===== config.mk =====
export PLATFORM = sky130hd
export DESIGN_NAME = usr_seq
export DESIGN_NICKNAME = d
export VERILOG_FILES = /design/src/rtl/usr_seq.sv
export SDC_FILE = /design/constraint.sdc
export NUM_CORES = 1
export LEC_CHECK = 0
export CORE_MARGIN = 4
export CORE_UTILIZATION = 35
export CTS_CLUSTER_DIAMETER = 80
export CTS_CLUSTER_SIZE = 20
export DETAILED_ROUTE_END_ITERATION = 10
export GPL_TIMING_DRIVEN = 1
export PLACE_DENSITY = 0.63
export SLEW_MARGIN = 5
export SYNTH_ARGS = -nofsm -noshare
export SYNTH_HDL_FRONTEND = slang
export SYNTH_SLANG_ARGS = --single-unit

===== constraint.sdc =====
create_clock -name clk -period 2.45 [get_ports clk]
set_input_delay 0.3675 -clock clk [delete_from_list [all_inputs] [get_ports clk]]
set_output_delay 0.3675 -clock clk [all_outputs]
set_load 0.02 [all_outputs]

===== src/rtl/usr_seq.sv =====
// Sequencing controller for the universal shift register: accepts one command at a
// time and drives the register's mode, serial inputs and load data until it completes.
module usr_seq #(
  parameter int WIDTH = 4,
  parameter int CNT_W = 3
) (
  input  logic             clk,
  input  logic             rst,
  input  logic             cmd_valid,
  output logic             cmd_ready,
  input  logic [2:0]       cmd_op,
  input  logic [CNT_W-1:0] cmd_cnt,
  input  logic [WIDTH-1:0] cmd_data,
  input  logic             fill,
  input  logic [WIDTH-1:0] q,
  output logic [1:0]       s,
  output logic             rs,
  output logic             ls,
  output logic [WIDTH-1:0] a,
  output logic             busy,
  output logic             done,
  output logic             err
);

  typedef enum logic [1:0] {IDLE, LOAD, SHIFT, DONE} state_t;

  typedef enum logic [2:0] {
    OP_NOP  = 3'b000,
    OP_LOAD = 3'b001,
    OP_SHR  = 3'b010,
    OP_SHL  = 3'b011,
    OP_ROR  = 3'b100,
    OP_ROL  = 3'b101,
    OP_ASR  = 3'b110,
    OP_ILL  = 3'b111
  } op_t;

  localparam logic [1:0] S_HOLD  = 2'b00;
  localparam logic [1:0] S_RIGHT = 2'b01;
  localparam logic [1:0] S_LEFT  = 2'b10;
  localparam logic [1:0] S_LOAD  = 2'b11;

  state_t           state;
  op_t              op_r;
  logic [CNT_W-1:0] cnt_r;
  logic             fill_r;
  op_t              new_op;
  logic             new_right;

  assign new_op    = op_t'(cmd_op);
  assign new_right = (new_op == OP_SHR) || (new_op == OP_ROR) || (new_op == OP_ASR);

  // All handshake and register-control outputs are registered; the command is
  // captured in full at acceptance so later input changes cannot disturb it.
  always_ff @(posedge clk or posedge rst) begin
    if (rst) begin
      state     <= IDLE;
      op_r      <= OP_NOP;
      cnt_r     <= '0;
      fill_r    <= 1'b0;
      s         <= S_HOLD;
      a         <= '0;
      busy      <= 1'b0;
      done      <= 1'b0;
      err       <= 1'b0;
      cmd_ready <= 1'b0;
    end else begin
      case (state)
        IDLE: begin
          done <= 1'b0;
          err  <= 1'b0;
          s    <= S_HOLD;
          if (cmd_valid && cmd_ready) begin
            op_r      <= new_op;
            cnt_r     <= cmd_cnt;
            fill_r    <= fill;
            a         <= cmd_data;
            cmd_ready <= 1'b0;
            busy      <= 1'b1;
            case (new_op)
              OP_NOP: begin
                state <= DONE;
                done  <= 1'b1;
              end
              OP_LOAD: begin
                state <= LOAD;
                s     <= S_LOAD;
              end
              OP_ILL: begin
                state <= DONE;
                done  <= 1'b1;
                err   <= 1'b1;
              end
              default: begin
                if (cmd_cnt == '0) begin
                  state <= DONE;
                  done  <= 1'b1;
                end else begin
                  state <= SHIFT;
                  s     <= new_right ? S_RIGHT : S_LEFT;
                end
              end
            endcase
          end else begin
            cmd_ready <= 1'b1;
            busy      <= 1'b0;
          end
        end

        LOAD: begin
          state <= DONE;
          s     <= S_HOLD;
          done  <= 1'b1;
        end

        // The count is loaded with N and the last shift cycle is the one that sees 1,
        // so the counter never reaches zero and cannot wrap.
        SHIFT: begin
          if (cnt_r == CNT_W'(1)) begin
            state <= DONE;
            s     <= S_HOLD;
            done  <= 1'b1;
          end else begin
            cnt_r <= cnt_r - CNT_W'(1);
          end
        end

        DONE: begin
          state     <= IDLE;
          done      <= 1'b0;
          err       <= 1'b0;
          busy      <= 1'b0;
          cmd_ready <= 1'b1;
        end

        default: begin
          state <= IDLE;
          s     <= S_HOLD;
        end
      endcase
    end
  end

  // Serial feedback follows the live register contents so rotates and arithmetic
  // shifts see each intermediate value.
  always_comb begin
    rs = 1'b0;
    ls = 1'b0;
    if (state == SHIFT) begin
      case (op_r)
        OP_SHR:  ls = fill_r;
        OP_SHL:  rs = fill_r;
        OP_ROR:  ls = q[0];
        OP_ROL:  rs = q[WIDTH-1];
        OP_ASR:  ls = q[WIDTH-1];
        default: ;
      endcase
    end
  end

  logic unused_q;
  assign unused_q = ^q;

endmodule


==> impl_metrics.env, run 1 <==
export IMPL_dieArea_um2=4120
export IMPL_std_cell_rows=20
export IMPL_die_h_um=64.2
export IMPL_outcome="complete, no violations"
export IMPL_rsz0062_at_grt="false"
export IMPL_final_common_cell="clkdlybuf4s50_1"
export IMPL_hpwl_mm=2.02
export IMPL_yosys_register_bits=19
export IMPL_critPathRequiredTime_ns=2.08
export IMPL_grt_pass1_wl_mm=4.73
export IMPL_synth_compound_area_share_pct=17.8
export IMPL_clk_latency_ns=0.30
export IMPL_worstSetupStartpointType="flip-flop"
export IMPL_ir_drop_mv=0.510
export IMPL_drive_gt1_share_pct=13.6
export IMPL_slew_viol_final=0
export IMPL_hold_violations=0
export IMPL_crit_path_top_delay_cell="clkdlybuf4s50_1"
export IMPL_io_buffer_count=27
export IMPL_viasPerCell=5.16
export IMPL_syn2layout_area_growth_pct=32.8
export IMPL_ant_nets=0
export IMPL_hold_worst_slack_ns=0.477
export IMPL_io_pins=30
export IMPL_synth_top_area_share_pct=43.0
export IMPL_maxCapViolations=0
export IMPL_core_area_um2=3030
export IMPL_clock_root_buffer="clkbuf_4"
export IMPL_h_tree_depth=1
export IMPL_path_class="reg2out"
export IMPL_hp_class="in2async"
export IMPL_synth_top_family_by_area="compound AO/OA/AOI/OAI gates"
export IMPL_syn_area_per_cell_um2=10.2
export IMPL_synth_top_cells_by_area="dfrtp_1 43%, mux2_2 9.2%, ha_1 6.8%"
export IMPL_numCtsBuffers=3
export IMPL_cp_arrival_ns=1.94
export IMPL_clock_path_buffers=2
export IMPL_dr_pass1_iters=4
export IMPL_syn_inst=108
export IMPL_powerDensity_nw_per_um2=1190
export IMPL_cpPeakStageDelay_ns=0.59
export IMPL_die_w_um=64.2
export IMPL_cp_buffers_inverters=3
export IMPL_synth_cell_types=38
export IMPL_synth_fp_nets=132
export IMPL_cts_sinks=19
export IMPL_final_cell_mix="26 x clkdlybuf4s50_1, 19 x dfrtp_1, 11 x inv_1"
export IMPL_synth_edf_count=0
export IMPL_cp_top_family="buffers and inverters"
export IMPL_timing_fmax_mhz=433
export IMPL_period_minus_slack_ns=2.31
export IMPL_synthFlopType="dfrtp_1"
export IMPL_cp_end_kind="output pin"
export IMPL_diodes=0
export IMPL_synthAdderAreaFrac_pct=6.79
export IMPL_drc=0
export IMPL_via_count=949
export IMPL_setup_viol=0
export IMPL_synth_xor_area_share_pct=0.792
export IMPL_muxShareOfSynthArea_pct=10.1
export IMPL_tritoncts="yes"
export IMPL_crit_chain="inv_1 -> ha_1 -> buf_4 -> and3_1 -> clkdlybuf4s50_1"
export IMPL_gp_congestion=0.813
export IMPL_syn_area_um2=1110
export IMPL_netlist_top_cell_by_area="dfrtp_1"
export IMPL_power_mw=1.75
export IMPL_nNetsFinal=165
export IMPL_yosysSeqAreaShare_pct=43.0
export IMPL_slew_headroom_pct=52.0
export IMPL_final_cell_area_um2=1470
export IMPL_grt_use_total_pct=14.4
export IMPL_ys_warn_count=0
export IMPL_start_util_pct=36.5
export IMPL_grt_max_degree=20
export IMPL_grt_overflow_total=0
export IMPL_post_dp_cell_area_um2=1440
export IMPL_clk_pin_slew_worst_paths_ns=0.11
export IMPL_stdcell_count=184
export IMPL_synthArstFlopShare_pct=100
export IMPL_synth_simple_area_share_pct=17.0
export IMPL_dp_cells=180
export IMPL_antenna_found_initial=0
export IMPL_tightest_slew_ns=0.719
export IMPL_cp_max_fo=11
export IMPL_tns_ns=0
export IMPL_routed_wl_mm=2.63
export IMPL_skew_ns=0.00829
export IMPL_grt_pass1_vias=1035
export IMPL_wl_per_cell_um=14.3
export IMPL_fin_crit_sh_pct=94.2
export IMPL_drt_initial_drc_count=41
export IMPL_power_leakage_nw=0.625
## cell type report
type,instances,area (um2)
Fill cell,301,1560
Multi-Input combinational cell,76,579
Sequential cell,19,475
Timing Repair Buffer,30,292
Tap cell,44,55.1
Inverter,11,41.3
Clock buffer,4,26.3
## cells in the mapped netlist (all sizes together) (3+ instances only)
cell   number
dfrtp      19
inv        11
mux2        9
nand2       7
ha          6
o21ai       5
o22ai       5
a21oi       4
nor2        4
nand3       3
or3         3
## power breakdown
group / switching [mW] / total, mW / internal [mW]
clock network: 0.0967 / 0.160 / 0.0634
registers: 0.109 / 0.571 / 0.463
logic: 0.514 / 1.02 / 0.505
total: 0.719 / 1.75 / 1.03
## per-stage QoR
| stage | worst slack (ns) | util (%) |
|---|---|---|
| final | 0.142 | 48.5 |
| after floorplan | 0.0872 | - |
| after detailed placement | -0.0131 | 47.7 |
| after CTS | 0.132 | 48.5 |
| after global routing | 0.0452 | 48.5 |
| after global placement | 0.124 | 47.7 |
## what timing repair did
item | 4_1_cts | 5_1_grt
endpoints found under the setup margin | 1 | 0
hold buffers | 0 | 0
buffers inserted | 0 | 0
hold endpoints to repair | 0 | 0
gates resized for setup | 1 | 0
## per-layer routing
layer / wire length [um] / global-route usage, %
met1: 1170 / 18.2
met2: 1330 / 24.1
met3: 115 / 3.69
met4: 14 / 3.96
met5: 0 / 0
## registers in the layout (all words and copies together) (netlist names)
register and flops:
a 4, cnt_r 3, op_r 3, s 2, state 2, busy 1, cmd_ready 1, done 1
err 1, fill_r 1
## cells by family (layout without fill, tap and decap cells)
| family | count (synthesis) | after routing |
|---|---|---|
| AOI/OAI and AO/OA | 28 | 28 |
| adders and majority gates | 6 | 6 |
| xor gates and xnor gates | 1 | 1 |
| and+or+nand+nor | 31 | 31 |
| buffers and inverters | 13 | 45 |
| muxes | 10 | 10 |
| DFF | 19 | 19 |
## path summary, 6_finish.rpt
path	from	slack (ns)	depth (start not counted)	to
min in group clk	busy	0.49	2	busy
hold reg to reg	busy	0.49	2	busy
max in group asynchronous	rst	1.51	2	err
hold / removal	rst	0.48	2	a[2]
setup reg to reg	state[0]	0.76	6	cnt_r[1]
setup / recovery	state[0]	0.14	5	rs
Note: power is estimated with default switching activity, not from simulation.
==> inputs of run 2 (changes only) <==
- CAP_MARGIN: not set -> 20
==> results of run 2 <==
The final DEF is identical to that of run 1; final timing and power are the same.
==> inputs of run 3 (changes only) <==
- SKIP_LAST_GASP: not set -> 1
- clock period: 2.45 -> 2.55 ns (I/O delays scaled with it)
==> impl_metrics.env, run 3 (synthesized netlist as in run 1, its figures left out) <==
export IMPL_outcome="complete, no violations"
export IMPL_drc=0
export IMPL_path_class="reg2out"
export IMPL_routed_wl_mm=2.56
export IMPL_viasPerCell=5.16
export IMPL_die_h_um=64.2
export IMPL_io_buffer_count=27
export IMPL_critPathRequiredTime_ns=2.17
export IMPL_setup_viol=0
export IMPL_slew_viol_final=0
export IMPL_cts_sinks=19
export IMPL_p_int_uw=982
export IMPL_period_minus_slack_ns=2.33
export IMPL_ant_nets=0
export IMPL_power_mw=1.67
export IMPL_largest_register="a"
export IMPL_final_cell_mix="26 x clkdlybuf4s50_1, 19 x dfrtp_1, 11 x inv_1"
export IMPL_dr_pass1_iters=4
export IMPL_hold_worst_slack_ns=0.493
export IMPL_drt_initial_drc_count=40
export IMPL_post_route_util_pct=48.4
export IMPL_rsz0062_at_grt="false"
export IMPL_fill_cells=294
export IMPL_power_leakage_nw=0.633
export IMPL_p_sw_share_pct=41.1
export IMPL_skew_ns=0.00483
export IMPL_antenna_found_initial=0
export IMPL_clock_path_buffers=2
export IMPL_crit_path_top_delay_cell="clkdlybuf4s50_1"
export IMPL_crit_chain="inv_1 -> ha_1 -> buf_4 -> and3_1 -> clkdlybuf4s50_1"
export IMPL_cp_buffers_inverters=3
export IMPL_hpwl_mm=1.98
export IMPL_start_util_pct=36.5
export IMPL_cpPeakStageDelay_ns=0.60
export IMPL_hp_class="reg2reg"
export IMPL_slew_headroom_pct=50.6
export IMPL_pwr_share_comb_pct=57.8
export IMPL_clk_latency_ns=0.30
export IMPL_ir_drop_mv=0.478
export IMPL_dieArea_um2=4120
export IMPL_maxCapViolations=0
export IMPL_cp_max_fo=11
export IMPL_drive_gt1_share_pct=12.9
export IMPL_post_dp_cell_area_um2=1440
export IMPL_numCtsBuffers=3
export IMPL_top_regs="a (4), cnt_r (3), op_r (3)"
export IMPL_clock_root_buffer="clkbuf_4"
export IMPL_grt_max_degree=20
export IMPL_clk_pin_slew_worst_paths_ns=0.11
export IMPL_final_common_cell="clkdlybuf4s50_1"
export IMPL_syn2layout_area_growth_pct=32.5
export IMPL_via_count=944
export IMPL_fin_crit_sh_pct=91.4
export IMPL_hold_violations=0
export IMPL_core_area_um2=3030
export IMPL_grt_use_total_pct=13.6
export IMPL_p_sw_uw=685
export IMPL_largest_reg_flops=4
export IMPL_diodes=0
export IMPL_wl_per_cell_um=14.0
export IMPL_io_pins=30
export IMPL_h_tree_depth=1
export IMPL_power_frac_clock_pct=9.2
export IMPL_nNetsFinal=164
export IMPL_grt_pass1_wl_mm=4.44
export IMPL_final_cell_area_um2=1470
export IMPL_die_w_um=64.2
export IMPL_std_cell_rows=20
export IMPL_seqPwrFrac_pct=33.0
export IMPL_gp_congestion=0.834
export IMPL_worstSetupStartpointType="flip-flop"
export IMPL_cp_arrival_ns=1.95
export IMPL_grt_overflow_total=0
export IMPL_cp_end_kind="output pin"
export IMPL_cp_top_family="buffers and inverters"
export IMPL_tns_ns=0
export IMPL_tightest_slew_ns=0.741
export IMPL_timing_fmax_mhz=429
export IMPL_powerDensity_nw_per_um2=1140
export IMPL_tritoncts="yes"
export IMPL_grt_pass1_vias=955
[run 3: cell types whose count changed in the layout (fill, tap and decap cells not counted), sizes merged]
cell / previous run / this run
dlymetal6s2s: 0 / 1
buf: 3 / 2
dlygate4sd2: 1 / 0
[run 3: timing repair]
| action | CTS | global route |
|---|---|---|
| setup endpoints to repair | 0 | 1 |
| buffers inserted | 0 | 0 |
| hold buffers | 0 | 0 |
| hold endpoints to repair | 0 | 0 |
| resized for setup | 0 | 1 |
[run 3: power groups by stage]
stage	Clock, mW	Sequential [mW]	Combinational [mW]
3_3_place_gp	0	0.549	0.944
4_1_cts	0.162	0.552	0.965
6_report	0.153	0.551	0.964
5_1_grt	0.177	0.576	1.05
3_5_place_dp	0	0.560	0.958
2_1_floorplan	0	0.624	0.555
[run 3: worst paths after layout]
check	depth (start not counted)	end	from	slack (ns)
worst max register to register	5	cnt_r[1]	state[0]	0.75
worst min register to register	2	busy	busy	0.49
max in group asynchronous	2	fill_r	rst	1.59
worst max-delay path	5	rs	state[0]	0.22
min in group asynchronous	2	cnt_r[1]	rst	0.50
worst min-delay path	2	busy	busy	0.49
[run 3: layout make-up]
cell class	count	area (um2)	share of cell area, %
Sequential cell	19	475	32.5
Inverter	11	41.3	2.82
Clock buffer	4	26.3	1.79
Tap cell	44	55.1	3.76
Multi-Input combinational cell	76	579	39.5
Timing Repair Buffer	29	288	19.6
[run 3: worst register-to-register path: stages (launching register included)]
cell and delay, ns:
dfrtp_1 0.41, inv_1 0.12, ha_1 0.26, nand3_1 0.28, and2_1 0.27, o311ai_0 0.34
[run 3: per-layer routing]
layer	part of all wire [%]	up-vias	track usage (%)
met5	0	-	0
met4	1.9	0	6.60
met3	4.0	4	2.46
met2	48	20	22.5
met1	46	459	17.0
li1	-	461	-
[run 3: metrics by stage]
step                      instances  setup WS [ns]
final                           183          0.219
after global routing            183          0.146
after CTS                       183        0.00769
after detailed placement        179          0.181
after global placement          179          0.195
after floorplan                 108          0.172
